<file path="src/rtl/img_row_fetch_ctrl.sv">
// Output-row to source-row fetch controller for vertical image scaling.
// Looks up each output row in a row table and issues a two-row fetch.
module img_row_fetch_ctrl #(
  parameter int SRC_H = 480,
  parameter int DST_H = 1080
) (
  input  logic        clk,
  input  logic        rst,
  input  logic        i_frame_start,
  input  logic        i_line_req,
  output logic [10:0] o_h_ram_raddr,
  output logic        o_h_ram_re,
  input  logic        i_org_h_vld,
  input  logic [14:0] i_org_h,
  input  logic        i_h_ram_vld,
  output logic        o_fetch_vld,
  input  logic        i_fetch_rdy,
  output logic [9:0]  o_src_row0,
  output logic [9:0]  o_src_row1,
  output logic [4:0]  o_v_weight,
  output logic        o_fetch_repeat,
  output logic        o_blank_line,
  output logic        o_line_done,
  output logic [10:0] o_out_row,
  output logic        o_busy,
  output logic        o_overrun
);

  typedef enum logic [2:0] {
    IDLE,
    RD,
    WAIT,
    ISSUE,
    DONE
  } state_t;

  localparam logic [9:0]  ROW_MAX = 10'(SRC_H - 1);
  localparam logic [10:0] ROW_END = 11'(DST_H);

  state_t     state;
  logic       hist_vld;
  logic [9:0] last_r0;
  logic [9:0] last_r1;

  logic [9:0] cap_int;
  logic [9:0] cap_r0;
  logic [9:0] cap_r1;
  logic       cap_rep;

  // Clamp both rows to the last source row so the bottom edge replicates.
  always_comb begin
    cap_int = i_org_h[14:5];
    cap_r0  = (cap_int > ROW_MAX) ? ROW_MAX : cap_int;
    cap_r1  = (cap_r0 == ROW_MAX) ? ROW_MAX : cap_r0 + 10'd1;
    cap_rep = hist_vld && (cap_r0 == last_r0) && (cap_r1 == last_r1);
  end

  always_ff @(posedge clk or posedge rst) begin
    if (rst) begin
      state          <= IDLE;
      hist_vld       <= 1'b0;
      last_r0        <= '0;
      last_r1        <= '0;
      o_h_ram_raddr  <= '0;
      o_h_ram_re     <= 1'b0;
      o_fetch_vld    <= 1'b0;
      o_src_row0     <= '0;
      o_src_row1     <= '0;
      o_v_weight     <= '0;
      o_fetch_repeat <= 1'b0;
      o_blank_line   <= 1'b0;
      o_line_done    <= 1'b0;
      o_out_row      <= '0;
      o_busy         <= 1'b0;
      o_overrun      <= 1'b0;
    end else if (i_frame_start) begin
      state          <= IDLE;
      hist_vld       <= 1'b0;
      o_h_ram_re     <= 1'b0;
      o_fetch_vld    <= 1'b0;
      o_fetch_repeat <= 1'b0;
      o_blank_line   <= 1'b0;
      o_line_done    <= 1'b0;
      o_out_row      <= '0;
      o_busy         <= 1'b0;
      o_overrun      <= 1'b0;
    end else begin
      o_h_ram_re   <= 1'b0;
      o_blank_line <= 1'b0;
      o_line_done  <= 1'b0;
      if (i_line_req && (state != IDLE || o_out_row == ROW_END))
        o_overrun <= 1'b1;
      unique case (state)
        IDLE: begin
          if (i_line_req && o_out_row != ROW_END) begin
            state         <= RD;
            o_h_ram_re    <= 1'b1;
            o_h_ram_raddr <= o_out_row;
            o_busy        <= 1'b1;
          end
        end
        RD: state <= WAIT;
        WAIT: begin
          if (i_h_ram_vld) begin
            o_src_row0     <= cap_r0;
            o_src_row1     <= cap_r1;
            o_v_weight     <= i_org_h[4:0];
            o_fetch_repeat <= cap_rep;
            if (i_org_h_vld) begin
              state       <= ISSUE;
              o_fetch_vld <= 1'b1;
            end else begin
              state        <= DONE;
              o_blank_line <= 1'b1;
              o_line_done  <= 1'b1;
            end
          end
        end
        ISSUE: begin
          if (i_fetch_rdy) begin
            state       <= DONE;
            o_fetch_vld <= 1'b0;
            o_line_done <= 1'b1;
            hist_vld    <= 1'b1;
            last_r0     <= o_src_row0;
            last_r1     <= o_src_row1;
          end
        end
        DONE: begin
          state  <= IDLE;
          o_busy <= 1'b0;
          if (o_out_row != ROW_END)
            o_out_row <= o_out_row + 11'd1;
        end
        default: state <= IDLE;
      endcase
    end
  end

endmodule
</file>
<file path="config.mk">
export PLATFORM = sky130hd
export DESIGN_NAME = img_row_fetch_ctrl
export DESIGN_NICKNAME = d
export VERILOG_FILES = /design/src/rtl/img_row_fetch_ctrl.sv
export SDC_FILE = /design/constraint.sdc
export NUM_CORES = 1
export LEC_CHECK = 0
export ABC_AREA = 1
export BUFFER_PORTS_ARGS = -buffer_cell sky130_fd_sc_hd__buf_2
export CAP_MARGIN = 20
export CORE_MARGIN = 4
export CORE_UTILIZATION = 40
export CTS_CLUSTER_DIAMETER = 60
export DETAILED_ROUTE_END_ITERATION = 10
export PLACE_DENSITY = 0.6
export RECOVER_POWER = 50
export SETUP_SLACK_MARGIN = 0.2
export SYNTH_ARGS = -nofsm -noshare
export SYNTH_HDL_FRONTEND = slang
export SYNTH_SLANG_ARGS = --single-unit
export TNS_END_PERCENT = 100
</file>
<file path="constraint.sdc">
create_clock -name clk -period 1.94 [get_ports clk]
set_input_delay 0.097 -clock clk [delete_from_list [all_inputs] [get_ports clk]]
set_output_delay 0.097 -clock clk [all_outputs]
set_load 0.1 [all_outputs]
</file>
==> impl.org <==
** Run status
- Status :: complete, no violations

** Critical path
- The setup check on the worst reg-to-reg path leaves a slack of 100 ps.
- Counting cells, the worst reg-to-reg path comes to 11.
- STA puts the critical path data arrival time at 2080 ps.
- Required arrival time at the worst endpoint :: 2180 ps
- Worst-path cell with the longest stage delay :: dfrtp_2
- By instance count, the cell type seen most on the critical path is nand2_1.
- Cells along the critical path :: nand2_1, nor2_1, inv_1, nor3_1, nor2_2, o311ai_4, a21oi_2, nand2_4, buf_12, nand2_1, o21ai_2
- The endpoint identified for the worst register-to-register timing path is last_r0[7].
- The startpoint identified for the worst register-to-register timing path is state[0].
- The worst setup path is launched from a register.
- Of all nets on the critical path, the largest fanout is 7.
- On the worst path, the slowest cell contributes a delay of 450 ps.
- Start point of the critical path :: state[0]
- The critical path is of the reg2reg type.
- Cell family with the largest share of critical-path delay :: simple AND/OR/NAND/NOR gates
- Number of buffers and inverters on the critical path :: 2
- The worst setup path is captured at a register.

** Route
- Number of vias after detailed routing :: 3,548
- Final routed wirelength across all metal layers :: 10,400 um
- The first routing iteration left 118 violations.
- First-pass DRT Iterations :: 4
- Number of vias per cell after detailed routing :: 4.81
- Average wire per standard cell :: 14.1 um
- After detailed routing, the number of remaining DRC violations is 0.
- Post-route ant nets :: 0

** Logic synthesis
- Netlist cell types :: 38
- The number of nets in the synthesized netlist is 503.
- Leading post-synthesis cells by cell area :: dfrtp_1, nand2_1, inv_1
- The biggest area contributor in the post-synthesis netlist is dfrtp_1.
- Summing the areas of all compound-gate instances in the mapped netlist gives 13.2% of the synthesized area.
- Proportion of synthesized chip area in sequential cells :: 49.7%
- Total of warnings raised by yosys :: 0
- Synth Area in Simple Gates :: 25.8%
- The top cell type by area accounts for 49.7% of the synthesized area.
- Of the total synthesized cell area, the portion taken by full adders, half adders and majority gates is 0.637%.
- Number of cells produced by synthesis :: 479
- Multiplexer share of the synthesized area :: 0%
- Summing the areas of all xor and xnor instances in the mapped netlist gives 1.34% of the synthesized area.
- Summing every instance area after synthesis gives 3930 sq um.
- In this run, synthesis produced a sequential element count of 78.
- After synthesis, the mean cell area works out to 8.20 sq um.
- Dominant combinational cell family by area after synthesis :: simple AND/OR/NAND/NOR gates

** GRT
- The number of antenna violations at the first check in global routing came to 0.
- Via count of the first global-routing pass :: 3,436
- Global-route wire length before repair :: 16,700 um
- Entering global routing, the biggest net connects 43 pins.
- Global router's overall resource usage :: 18.3%
- Total gr overflow :: 0

** STA
- Final hold vios :: 0
- Headroom to the max-slew limit :: 22.0%
- For the pin with the worst max-slew slack, the measured transition is 1180 ps.
- Fin crit period :: 1840 ps
- Setup repair after global routing could not meet its margin everywhere.
- The final count of pins violating max slew is 0.
- Final Skew :: 7.47 ps
- Of the available clock period, the critical path in the final layout requires 94.7%.
- Derived from the worst setup path, the maximum achievable clock frequency is 544 MHz.
- Final setup viols :: 0

** Clocking
- Clock-pin slew reported for the worst setup and hold paths after clock tree synthesis :: 80 ps
- Total number of clock tree sinks :: 78
- TritonCTS built the clock tree.
- The clock reaches the later pin of the worst-skew pair after 350 ps.
- Counting the buffers created by CTS gives 9.
- In this run the clock root is driven by a clkbuf_8.
- The clock passes through at most 2 buffers.
- The H-tree was split into 3 levels.

** Min path
- The path with the worst hold slack has its endpoint at state[0].
- Startpoint of the most critical hold path :: i_fetch_rdy
- Worst hold-check path type :: in2reg
- Cell depth of the worst min-delay path :: 3

** Die
- During I/O placement, the number of pins put on the boundary was 76.
- The core region is 9420 sq um.
- The floorplan step set the die height to 107 um.
- The floorplan step set the die width to 107 um.
- Once the floorplan was initialized, standard cells occupied 41.7% of the core.
- Count of standard-cell rows :: 35
- The die covers 11,500 sq um.

** Placement
- Cell count after placement :: 682
- Gpl congestion :: 0.925
- Count of buffers inserted at the top-level ports :: 75
- The wire-length estimate of the detail-placed layout is 7130 um.

** Pwr
- Combinational logic burns 50.4% of the power.
- In this run the static leakage power is 2.61 nW.
- Total power for the finished layout comes to 7.82 mW.
- The share of total power dissipated in the clock network is 17.7%.
- Dividing total power by cell area gives a power density of 1480 nW/um^2.
- The share of total power dissipated in sequential elements is 31.9%.
- The internal portion of the total power is 3.76 mW.
- In this run switching power makes up 51.9% of total power.
- Maximum ir drop on the vdd rail :: 1.18 mV
- The analysis attributes to net switching a power of 4.06 mW.

** Finish
- NumNets Final :: 627
- Relative to the synthesized area, the layout overhead comes to 34.3%.
- Non-filler cells, final :: 737
- The repair_antennas step left the layout with diodes totalling 0.
- Fraction of layout instances using a drive strength above 1 :: 34.2%

** Run
- Max-cap check violation count :: 0
## timing repair
action	4_1_cts	5_1_grt
buffers inserted	11	15
endpoints found under the hold margin	26	0
pin swaps	4	5
hold buffers	8	0
resized for setup	10	43
endpoints found under the setup margin	38	59
gates cloned	2	3
## worst reg2reg max path: stages, from the launching register on
cell and delay [ps]:
dfrtp_2 450, nand2_1 80, nor2_1 40, inv_1 70, nor3_1 60, nor2_2 180
o311ai_4 130, a21oi_2 220, nand2_4 190, buf_12 190, nand2_1 70, o21ai_2 50
## cells by family after synthesis
| kind of cell | count (synthesis) |
|---|---|
| and+or+nand+nor | 227 |
| buffers and inverters | 86 |
| adders and majority gates | 2 |
| DFF | 78 |
| xor gates and xnor gates | 6 |
| AOI/OAI and AO/OA | 80 |
## placed cells by master, fill, tap and decap left out, drive strengths merged, types with 2 or more instances in the layout
cell type    instances
nand2              135
buf                 86
dfrtp               78
inv                 71
o21ai               56
nor2                44
clkbuf              42
nand3               29
a21oi               15
nor3                10
dlygate4sd3          8
nand4                6
clkinvlp             4
xor2                 3
xnor2                3
bufinv               3
a31oi                2
o21a                 2
nand3b               2
or2                  2
ha                   2
## flip-flops by register name, summed over array words and instances, names as in the netlist, 3 cells and up
name and count:
o_src_row1 10, last_r0 10, state 3, o_out_row 11
o_src_row0 10, o_h_ram_raddr 11, o_v_weight 5, last_r1 10
## per-layer routing
metal  global-route usage (%)  up-vias  wire (um)
met5                        0        -          0
li1                         -     1773          -
met4                     6.67        0        124
met1                     23.7     1679       4640
met2                     30.2       87       5100
met3                     3.73        9        506
## final cells by class
| cell class | count | area [sq um] |
|---|---|---|
| inverter | 73 | 304 |
| fill | 901 | 4140 |
| clock buffer | 13 | 159 |
| timing repair inverter | 2 | 17.5 |
| sequential | 78 | 1980 |
| multi-input combinational | 316 | 1760 |
| clock inverter | 3 | 67.6 |
| tap | 129 | 161 |
| timing repair buffer | 123 | 828 |
## through the flow
step                      hold slack (ps)  setup slack, ps  TNS (ps)  utilization, %  area [sq um]
final                                 119              103         0            56.0          5270
after global routing                 84.5            -32.7      -305            56.0          5270
after CTS                            80.7              197         0            53.4          5020
after detailed placement              154             42.1         0            48.5          4570
after global placement                145             72.5         0            48.5          4570
after floorplan                       163             90.8         0               -          4000
## synthesized netlist by cell type (all sizes together)
| master | count |
|---|---|
| o311ai | 1 |
| or2 | 2 |
| buf | 8 |
| o31ai | 1 |
| o21bai | 1 |
| nand3b | 2 |
| nor3 | 10 |
| xnor2 | 3 |
| a31o | 1 |
| o21ai | 56 |
| dfrtp | 78 |
| o21a | 2 |
| nand4 | 6 |
| a21oi | 15 |
| o211ai | 1 |
| a31oi | 2 |
| clkbuf | 5 |
| nand3 | 29 |
| ha | 2 |
| nand2 | 134 |
| xor2 | 3 |
| inv | 73 |
| nor2 | 44 |
## how the worst max path moves through the flow
stage / endpoint / cells after the start / slack [ps]
floorplan: o_out_row[8] / 12 / 90
global placement: o_out_row[9] / 11 / 70
detailed placement: o_out_row[9] / 11 / 40
CTS: last_r1[5] / 11 / 200
global route: last_r0[3] / 9 / -30
finish: last_r0[7] / 11 / 100
## power by group through the flow
| stage | registers (mW) | clock network [mW] | logic (mW) |
|---|---|---|---|
| after floorplan | 4.48 | 0 | 1.09 |
| after global placement | 2.48 | 0 | 3.72 |
| after detailed placement | 2.49 | 0 | 3.75 |
| after CTS | 2.48 | 1.42 | 3.84 |
| after global routing | 2.57 | 1.50 | 4.19 |
| final | 2.49 | 1.39 | 3.94 |
Note: power is estimated with default switching activity, not from simulation.
